<file path="src/rtl/risc_v_mike_pkg.sv">
// Shared types for the risc_v_mike integer pipeline: register index, datapath width
// and the write-back request carried from the LSU path to the register file.
package risc_v_mike_pkg;

    localparam int DATA_32_W   = 32;
    localparam int INSTR_REG_W = 5;

    typedef logic [INSTR_REG_W-1:0] t_instr_register;

    typedef struct packed {
        t_instr_register       addr;
        logic [DATA_32_W-1:0]  data;
    } t_wb_req;

    function automatic logic is_x0(input t_instr_register addr);
        return addr == '0;
    endfunction

endpackage

</file>
<file path="src/rtl/risc_v_mike_wb_fifo.sv">
// Small in-order buffer for LSU write-back requests. A push into a full FIFO
// is dropped even when a pop happens the same cycle; callers gate on !full.
module risc_v_mike_wb_fifo
    import risc_v_mike_pkg::*;
#(
    parameter int DEPTH = 2
) (
    input  logic                    clk,
    input  logic                    rst,
    input  logic                    push,
    input  t_wb_req                 push_data,
    input  logic                    pop,
    output t_wb_req                 head,
    output logic                    full,
    output logic                    empty,
    output logic [$clog2(DEPTH):0]  count
);

    localparam int PTR_W = $clog2(DEPTH);
    localparam int CNT_W = PTR_W + 1;

    t_wb_req            mem [DEPTH];
    logic [PTR_W-1:0]   wr_ptr;
    logic [PTR_W-1:0]   rd_ptr;
    logic [CNT_W-1:0]   cnt;
    logic               do_push;
    logic               do_pop;

    assign full    = (cnt == CNT_W'(DEPTH));
    assign empty   = (cnt == '0);
    assign do_push = push && !full;
    assign do_pop  = pop && !empty;
    assign head    = mem[rd_ptr];
    assign count   = cnt;

    // Storage needs no reset: entries are only visible through a non-zero count.
    always_ff @(posedge clk) begin
        if (do_push) begin
            mem[wr_ptr] <= push_data;
        end
    end

    always_ff @(posedge clk or negedge rst) begin
        if (!rst) begin
            wr_ptr <= '0;
            rd_ptr <= '0;
            cnt    <= '0;
        end else begin
            if (do_push) begin
                wr_ptr <= wr_ptr + PTR_W'(1);
            end
            if (do_pop) begin
                rd_ptr <= rd_ptr + PTR_W'(1);
            end
            case ({do_push, do_pop})
                2'b10:   cnt <= cnt + CNT_W'(1);
                2'b01:   cnt <= cnt - CNT_W'(1);
                default: cnt <= cnt;
            endcase
        end
    end

endmodule

</file>
<file path="src/rtl/risc_v_mike_wb_arbiter.sv">
// Register-file write-port master: ALU results win, buffered LSU results fill the gaps,
// and busy_vec tracks destinations of long-latency ops still in flight.
module risc_v_mike_wb_arbiter
    import risc_v_mike_pkg::*;
#(
    parameter int REG_FILE_DEPTH = 16,
    parameter int WB_FIFO_DEPTH  = 2
) (
    input  logic                       clk,
    input  logic                       rst,
    input  logic                       alu_wb_valid,
    input  t_instr_register            alu_wb_addr,
    input  logic [DATA_32_W-1:0]       alu_wb_data,
    input  logic                       lsu_wb_valid,
    output logic                       lsu_wb_ready,
    input  t_instr_register            lsu_wb_addr,
    input  logic [DATA_32_W-1:0]       lsu_wb_data,
    input  logic                       issue_valid,
    input  t_instr_register            issue_addr,
    output logic [REG_FILE_DEPTH-1:0]  busy_vec,
    output logic                       reg_file_write,
    output t_instr_register            reg_file_wr_addr,
    output logic [DATA_32_W-1:0]       reg_file_wr_data
);

    localparam logic [REG_FILE_DEPTH-1:0] ONE_HOT_X0 = REG_FILE_DEPTH'(1);

    function automatic logic [REG_FILE_DEPTH-1:0] reg_bit(input t_instr_register addr);
        logic [REG_FILE_DEPTH-1:0] v;
        v = '0;
        if (!is_x0(addr) && int'(addr) < REG_FILE_DEPTH) begin
            v = ONE_HOT_X0 << addr;
        end
        return v;
    endfunction

    t_wb_req                      lsu_req;
    t_wb_req                      head;
    t_wb_req                      sel_req;
    logic                         sel_valid;
    logic                         fifo_full;
    logic                         fifo_empty;
    logic                         fifo_push;
    logic                         fifo_pop;
    logic [$clog2(WB_FIFO_DEPTH):0] fifo_count;
    logic                         run_q;
    logic [REG_FILE_DEPTH-1:0]    set_mask;
    logic [REG_FILE_DEPTH-1:0]    clr_mask;

    assign lsu_req      = '{addr: lsu_wb_addr, data: lsu_wb_data};
    assign lsu_wb_ready = run_q && !fifo_full;
    assign fifo_push    = lsu_wb_valid && lsu_wb_ready;
    assign fifo_pop     = !alu_wb_valid && !fifo_empty;

    risc_v_mike_wb_fifo #(
        .DEPTH (WB_FIFO_DEPTH)
    ) u_wb_fifo (
        .clk       (clk),
        .rst       (rst),
        .push      (fifo_push),
        .push_data (lsu_req),
        .pop       (fifo_pop),
        .head      (head),
        .full      (fifo_full),
        .empty     (fifo_empty),
        .count     (fifo_count)
    );

    always_comb begin
        sel_valid = alu_wb_valid || fifo_pop;
        sel_req   = alu_wb_valid ? '{addr: alu_wb_addr, data: alu_wb_data} : head;
        set_mask  = issue_valid ? reg_bit(issue_addr) : '0;
        clr_mask  = fifo_pop ? reg_bit(head.addr) : '0;
    end

    // run_q keeps ready low until the first edge after reset release.
    always_ff @(posedge clk or negedge rst) begin
        if (!rst) begin
            run_q            <= 1'b0;
            reg_file_write   <= 1'b0;
            reg_file_wr_addr <= '0;
            reg_file_wr_data <= '0;
            busy_vec         <= '0;
        end else begin
            run_q          <= 1'b1;
            reg_file_write <= sel_valid && !is_x0(sel_req.addr);
            if (sel_valid && !is_x0(sel_req.addr)) begin
                reg_file_wr_addr <= sel_req.addr;
                reg_file_wr_data <= sel_req.data;
            end
            // Set is applied after clear so a re-issue beats the retiring write.
            busy_vec <= ((busy_vec & ~clr_mask) | set_mask) & ~ONE_HOT_X0;
        end
    end

    a_issue_not_busy: assert property (@(posedge clk) disable iff (!rst)
        issue_valid && !is_x0(issue_addr)
        |-> ((busy_vec & reg_bit(issue_addr)) == '0) || (fifo_pop && head.addr == issue_addr));

    a_push_is_busy: assert property (@(posedge clk) disable iff (!rst)
        fifo_push && !is_x0(lsu_wb_addr) |-> (busy_vec & reg_bit(lsu_wb_addr)) != '0);

    a_alu_addr_range: assert property (@(posedge clk) disable iff (!rst)
        alu_wb_valid |-> int'(alu_wb_addr) < REG_FILE_DEPTH);

    a_lsu_addr_range: assert property (@(posedge clk) disable iff (!rst)
        lsu_wb_valid |-> int'(lsu_wb_addr) < REG_FILE_DEPTH);

    a_fifo_count: assert property (@(posedge clk) disable iff (!rst)
        int'(fifo_count) <= WB_FIFO_DEPTH);

endmodule
</file>
<file path="config.mk">
export PLATFORM = sky130hd
export DESIGN_NAME = risc_v_mike_wb_arbiter
export DESIGN_NICKNAME = d
export VERILOG_FILES = /design/src/rtl/risc_v_mike_pkg.sv /design/src/rtl/risc_v_mike_wb_fifo.sv /design/src/rtl/risc_v_mike_wb_arbiter.sv
export SDC_FILE = /design/constraint.sdc
export NUM_CORES = 1
export LEC_CHECK = 0
export ABC_AREA = 0
export BUFFER_PORTS_ARGS = -buffer_cell sky130_fd_sc_hd__buf_2
export CAP_MARGIN = 0
export CORE_ASPECT_RATIO = 0.7
export CORE_MARGIN = 2
export CORE_UTILIZATION = 48
export DETAILED_ROUTE_END_ITERATION = 16
export PLACE_DENSITY = 0.7
export REMOVE_ABC_BUFFERS = 1
export SLEW_MARGIN = 30
export SYNTH_ARGS = -nofsm -noshare
export SYNTH_HDL_FRONTEND = slang
export SYNTH_SLANG_ARGS = --single-unit
export TNS_END_PERCENT = 30
</file>
<file path="constraint.sdc">
create_clock -name clk -period 3.4 [get_ports clk]
set_input_delay 0.51 -clock clk [delete_from_list [all_inputs] [get_ports clk]]
set_output_delay 0.51 -clock clk [all_outputs]
set_load 0.05 [all_outputs]
</file>
# --- Yosys cells after proc, flatten, opt, wreduce, memory -nomap -nowiden ---
# Memories as Yosys holds them, arrays and structs flattened.
# Index checks and enable logic that the tools add are counted.
classes:
  addsub: 4
  multipliers: 0
  div: 0
  magnitude_cmp: 2
  n_eq_ne: 3
  n_shift: 2
  muxes: 8
  n_bitwise: 3
  n_reduce_logical: 20
ops:
  columns: ["cell", "n"]
  rows:
  - ["16-bit 2-to-1 mux", 4]
  - ["37-bit 2-to-1 mux", 1]
  - ["1-bit by 5-bit << shifter with 16-bit output (first input constant)", 2]
  - ["16-bit AND", 1]
  - ["16-bit NOT", 1]
  - ["16-bit bitwise OR", 1]
  - ["5-bit zero test", 3]
  - ["5-bit less-than comparator (second input constant)", 2]
  - ["1-bit logical AND", 8]
  - ["1-bit zero test", 6]
  - ["2-bit == test (second input constant)", 2]
  - ["2-bit one-hot mux with 2 select lines", 1]
  - ["1-bit adder (second input constant)", 2]
  - ["2-bit by 1-bit adder with 2-bit output (second input constant)", 1]
  - ["2-bit by 1-bit == test with 1-bit output (second input constant)", 1]
  - ["2-bit zero test", 1]
  - ["1-bit 2-to-1 mux", 2]
  - ["2-bit nonzero test", 1]
  - ["2-bit by 1-bit subtractor with 2-bit output (second input constant)", 1]
  - ["1-bit logical OR", 1]
totals:
  reg_bits: 58
  latch_bits: 0
  ram_bits: 74
  mem_bits_ro: 0
  input_bits: 84
  output_inout_bits: 55
  elab_cells: 51
  memories: 1
memory_table:
  columns: ["name", "words", "width", "read_ports", "rd_ports_with_merged_regs", "write_ports", "line_no", "source"]
  rows:
  - ["u_wb_fifo.mem", 2, 37, 1, 0, 1, "risc_v_mike_wb_fifo.sv:22", "t_wb_req mem [DEPTH];"]

# --- Logic depth before layout (Yosys ltp) ---
# An unclocked memory read counts as a cell.
logic_depth:
  word_depth: 9
  mapped_depth: 7
  mapped_depth_nobuf: 7

# --- Hierarchy ---
# Synthesis repeated with hierarchy kept, for this count alone.
unflattened:
  cells_unflattened: 396
  hier_area_um2: 5499.0
by_module_without_submodules:
  columns: ["mod", "n_inst", "cells_per_inst", "area_per_inst_um2", "seq_area_each_um2"]
  rows:
  - ["risc_v_mike_wb_fifo", 1, 133, 2949.1, 2322.2]
  - ["risc_v_mike_wb_arbiter", 1, 263, 2549.9, 1351.3]

# --- Worst setup path after synthesis ---
# OpenSTA, ideal clock, no wires.
synth_path:
  kind: "reg2reg"
  start: "register u_wb_fifo.cnt[0] (netlist: u_wb_fifo.count[0])"
  end: "memory u_wb_fifo.mem[0][0] (netlist name), enable pin"
  setup_ns: 0.431
  t_arrival_ns: 3.625
  t_required_ns: 2.969
  setup_slack_ns: -0.657
  stages_incl_launch_ff: 5
  path_buffers: 0
  synth_period_minus_slack_ns: 4.057
  path_cell_list: "dfrtp_1 -> inv_1 -> a21boi_0 -> nand2_1 -> nor2_1"
synth_via:
  elab_chain_cells: 7
synth_lines:
  columns: ["item", "line_no", "source"]
  rows:
  - ["from (decl)", "risc_v_mike_wb_fifo.sv:25", "logic [CNT_W-1:0] cnt;"]
  - ["from (signal assigned)", "risc_v_mike_wb_fifo.sv:56", "2'b10: cnt <= cnt + CNT_W'(1);"]
  - ["from (signal assigned)", "risc_v_mike_wb_fifo.sv:57", "2'b01: cnt <= cnt - CNT_W'(1);"]
  - ["from (signal assigned)", "risc_v_mike_wb_fifo.sv:58", "default: cnt <= cnt;"]
  - ["2-bit == test", "risc_v_mike_wb_fifo.sv:29", "assign full = (cnt == CNT_W'(DEPTH));"]
  - ["1-bit zero test", "risc_v_mike_wb_arbiter.sv:51", "assign lsu_wb_ready = run_q && !fifo_full;"]
  - ["1-bit logical AND", "risc_v_mike_wb_arbiter.sv:51", null]
  - ["via lsu_wb_ready", "risc_v_mike_wb_arbiter.sv:15", "output logic lsu_wb_ready,"]
  - ["1-bit logical AND", "risc_v_mike_wb_arbiter.sv:52", "assign fifo_push = lsu_wb_valid && lsu_wb_ready;"]
  - ["1-bit logical AND", "risc_v_mike_wb_fifo.sv:31", "assign do_push = push && !full;"]
  - ["1-bit 2-to-1 mux", "risc_v_mike_wb_fifo.sv:38", "if (do_push) begin"]
  - ["1-bit 2-to-1 mux (not written as such)", "risc_v_mike_wb_fifo.sv:39", "mem[wr_ptr] <= push_data;"]
  - ["to (decl)", "risc_v_mike_wb_fifo.sv:22", null]
# The timed path passes the listed nets, and every way through them passes these cells.

# --- Worst setup path in the final report ---
layout_path:
  start: "register u_wb_fifo.rd_ptr"
  end: "register reg_file_wr_data[26]"
layout_via:
  elab_chain_cells: 5
layout_lines:
  columns: ["item", "line_no", "source"]
  rows:
  - ["from (decl)", "risc_v_mike_wb_fifo.sv:24", "logic [PTR_W-1:0] rd_ptr;"]
  - ["from (signal assigned)", "risc_v_mike_wb_fifo.sv:53", "rd_ptr <= rd_ptr + PTR_W'(1);"]
  - ["memory read 2 x 37 bit *", null, null]
  - ["37-bit 2-to-1 mux *", "risc_v_mike_wb_arbiter.sv:71", "sel_req = alu_wb_valid ? '{addr: alu_wb_addr, data: alu_wb_data} : head;"]
  - ["5-bit zero test", "risc_v_mike_pkg.sv:16", "return addr == '0;"]
  - ["1-bit zero test", "risc_v_mike_wb_arbiter.sv:87", "if (sel_valid && !is_x0(sel_req.addr)) begin"]
  - ["1-bit logical AND", "risc_v_mike_wb_arbiter.sv:87", null]
  - ["to (signal assigned)", "risc_v_mike_wb_arbiter.sv:89", "reg_file_wr_data <= sel_req.data;"]
  - ["to (decl)", "risc_v_mike_wb_arbiter.sv:23", "output logic [DATA_32_W-1:0] reg_file_wr_data"]
# Every way passes the cells marked *; elsewhere a longest branch is shown, timed or not.
# A chain may end at the register's enable or synchronous reset.

==> impl_summary.txt <==
----------------------------------------------------
[Run status]
  Run status ... finished, final reports clean

[Drt]
  Number of remaining DRC errors ... 0
  Length of the first detailed-routing pass in iterations ... 5
  Detail-routed net length per standard cell ... about 18 um
  Routed Wire Length ... ~12 mm
  First-iteration detailed-routing DRC count ... approximately 330
  Total number of vias ... 3,651
  Remaining antenna violation count after routing ... 0
  Routed via count divided by cell count ... 5.208

[Placement]
  HPWL reported at the end of detailed placement ... ~8.5 mm
  I/O Buffers ... 137
  Area after detailed placement ... 0.006334 mm^2
  Routability cong. ... 0.8123
  Number of instances in the placed design ... 668

[Final layout]
  Final #Nets ... 619
  Number of non-filler instances in the completed layout ... 701
  Commonest cells after routing, fill and taps aside ... sky130_fd_sc_hd__buf_2, sky130_fd_sc_hd__edfxtp_1, sky130_fd_sc_hd__o21ai_0, sky130_fd_sc_hd__dfrtp_1, sky130_fd_sc_hd__nand2_1
  Most common cell after layout, fill and taps aside ... sky130_fd_sc_hd__buf_2
  Fraction of layout instances using a drive strength above 1 ... between 30% and 40%
  Final design area excluding fillers ... between 0.006 and 0.007 mm^2
  Area growth from synthesis to layout ... 26.50%
  Number of fill cells in the layout ... 870

[Worst hold path]
  Type of the most critical hold path ... input pin to asynchronous set/reset pin

[Floorplan]
  Starting utilization of the core area ... about half
  Width of the die ... 131.6 um
  Number of placed I/O pins ... 139
  Count of standard-cell rows ... 32
  Area of the die ... between 0.01 and 0.015 mm^2
  Height of the die ... 93.29 um
  Placeable core region ... 0.01105 mm^2

[Critical path]
  Top delay family on crit path ... compound AO/OA/AOI/OAI gates
  Worst r2r path cells ... 5
  Type of the setup path with the least slack ... register to register
  Endpoint of the lowest-slack register-to-register path ... reg_file_wr_data[26]$_DFFE_PN0P_
  Kind of launch point of the worst setup path ... register
  Delay of the slowest cell on the worst path ... 0.57 ns
  Buffering stage count on the worst path with inverters included ... 1
  Data arrival, critical path ... 2.76 ns
  Kind of capture point of the worst setup path ... register
  Required arrival time at the worst endpoint ... 3.69 ns
  Endpoint of the most critical setup path ... reg_file_wr_data[26]$_DFFE_PN0P_
  Standard cell with the maximum stage delay on the critical path ... sky130_fd_sc_hd__dfrtp_2
  Reg-to-Reg Start ... u_wb_fifo.rd_ptr$_DFFE_PN0P_
  Beginning of the critical path ... u_wb_fifo.rd_ptr$_DFFE_PN0P_
  Worst reg2reg setup slack ... 0.93 ns
  Max Fanout on Critical Path ... 20
  Cells traversed along the worst timing path ... nor4b_1 -> o31a_2 -> a31oi_4 -> buf_4 -> mux2_4
  Logic depth of the worst path, buffers included ... 5

[CTS]
  Post-cts repair resize count ... 0
  TritonCTS buffer count ... 17
  Clock Latency Late Sink ... 0.41 ns
  Worst-case clock buffer depth ... 2
  Clock root cell ... sky130_fd_sc_hd__clkbuf_16
  Total clock sinks ... around 130
  Clock tree from TritonCTS ... built
  Clock slew at reported path FFs ... 0.05 ns
  Post-CTS Setup Inserts ... 0
  H-tree level count ... 4
  CTS hold repair buffers ... 0

[GRT]
  Global-route wire length before repair ... ~19 mm
  Vias in the first global route ... 3,732
  Initial antenna violation count ... 1
  Maximum number of pins on one net before global-route repair ... 40
  Overall Global Routing Usage ... 21.10%
  Total gr overflow ... 0

[STA]
  Highest Clock Rate ... about 410 MHz
  Final Cycle Share ... 72.58%
  Number of pins with negative max-slew slack in the final report ... 0
  Clock period minus final worst setup slack ... 2.468 ns
  Slew HR ... 45.93%
  Final-layout worst hold slack ... 0.06893 ns
  Slew @ Worst Pin ... 0.8091 ns
  Setup clock skew after layout ... around 0.0061 ns
  Hold Fails Final Rpt ... 0
  Unrepaired setup endpoints after global routing ... false
  Final number of setup-violating endpoints ... 0

[Synthesis]
  Area of the mapped netlist ... 0.005466 mm^2
  Post-Synthesis Cells ... 386
  Count of synthesis-stage warnings from yosys ... 0
  Post-synth cell types ... 40
  Sequential cell area fraction in the yosys report ... 67.20%
  Flops & latches, synth ... 132
  Avg Cell Area, Syn ... around 14 um^2

[Pwr]
  Cell internal pwr ... 3.999 mW
  Relative contribution of sequential cells to total power ... a little over a third
  Part of the power in combinational logic ... 36.3%
  Worst IR drop on VDD ... 0.5240 mV
  Share of total power in the clock network ... 27.4%
  Power density over the cells ... 945.6 mW/mm^2
  Net switching power figure ... ~2.5 mW
  Sw frac ... 38.85%
  Leakage component of the power ... 3.051 nW

[Run]
  Max-Cap Viols ... 0

----------------------------------------------------
-- power by group through the flow --
stage | combinational, mW | clock (mW) | sequential [mW]
after floorplan | 0.796 | 0 | 3.34
after global placement | 2.33 | 0 | 2.39
after detailed placement | 2.38 | 0 | 2.40
after CTS | 2.39 | 1.81 | 2.38
after global routing | 2.50 | 1.89 | 2.43
final | 2.37 | 1.79 | 2.38
-- registers in the layout (all words and copies together), names as in the netlist, 2 cells and up --
register and cells:
busy_vec 15, reg_file_wr_addr 5, reg_file_wr_data 32, u_wb_fifo.count 2, u_wb_fifo.mem 74
-- how the worst min path moves through the flow --
stage                                       to  slack [ns]  cells after the start
6_report                 busy_vec[8]$_DFF_PN0_        0.07                      1
5_1_grt                  busy_vec[3]$_DFF_PN0_        0.11                      1
4_1_cts                  busy_vec[2]$_DFF_PN0_        0.25                      1
3_5_place_dp   reg_file_wr_data[5]$_DFFE_PN0P_        0.49                      1
3_3_place_gp             busy_vec[5]$_DFF_PN0_        0.49                      2
2_1_floorplan           busy_vec[10]$_DFF_PN0_        0.21                      0
-- per-layer routing --
layer / track usage [%] / share of wire, % / vias to the layer above
met4: 8.696 / 1.6 / 0
met2: 32.20 / 45 / 162
met5: 0 / 0 / -
li1: - / - / 1710
met1: 27.96 / 46 / 1758
met3: 7.154 / 8.1 / 21
-- final cells by class --
cell class / instances / area (um^2) / area share [%]
well taps: 153 / 191.4 / 2.768
flip-flops and latches: 132 / 3675 / 53.14
diodes: 1 / 2.502 / 0.03619
multi-input cells: 226 / 1664 / 24.06
clock inverters: 13 / 140.1 / 2.026
clock buffers: 19 / 432.9 / 6.260
inverters: 11 / 41.29 / 0.5971
repair buffers: 146 / 768.2 / 11.11
-- metrics by stage --
step / util, % / TNS [ns] / power (mW) / setup slack, ns
floorplan: - / -27.18 / 4.135 / -0.6567
global placement: 57.31 / 0 / 4.717 / 0.8883
detailed placement: 57.31 / 0 / 4.777 / 0.8346
CTS: 62.50 / 0 / 6.576 / 0.9339
global route: 62.56 / 0 / 6.815 / 0.8273
finish: 62.58 / 0 / 6.539 / 0.9324
-- cells by family after synthesis --
family,Yosys count,synth area share (%)
fa+ha+maj,1,0.2288
other cells,2,0.1374
buf+inv,28,2.586
flops,132,67.20
simple gates,65,5.288
mux,69,15.17
xor+xnor,5,0.8011
compound gates,84,8.584
-- Yosys cell counts (all sizes together) --
| library cell | number | area, um^2 |
|---|---|---|
| edfxtp | 74 | 2222 |
| o21ai | 64 | 320.3 |
| dfrtp | 58 | 1451 |
| nand2 | 41 | 153.9 |
| mux2i | 36 | 360.4 |
| mux2 | 33 | 469.2 |
| inv | 11 | 41.29 |
| nor2 | 10 | 37.54 |
| buf | 9 | 70.07 |
| clkbuf | 8 | 30.03 |
| a21oi | 7 | 35.03 |
| nand2b | 5 | 31.28 |
| xnor2 | 4 | 35.03 |
| o22ai | 3 | 18.77 |
| a31oi | 2 | 27.53 |
| conb | 2 | 7.510 |
| o32ai | 2 | 17.52 |
| a21boi | 1 | 7.510 |
| a22oi | 1 | 7.510 |
| a32oi | 1 | 8.760 |
| and3 | 1 | 6.260 |
| ha | 1 | 12.51 |
| nand4b | 1 | 8.760 |
| nor2b | 1 | 6.260 |
| nor3 | 1 | 10.01 |
| nor3b | 1 | 7.510 |
| nor4 | 1 | 6.260 |
| nor4b | 1 | 8.760 |
| o21bai | 1 | 7.510 |
| o22a | 1 | 8.760 |
| o31a | 1 | 10.01 |
| or2 | 1 | 6.260 |
| or3 | 1 | 6.260 |
| xor2 | 1 | 8.760 |
(Power assumes the default switching activity.)
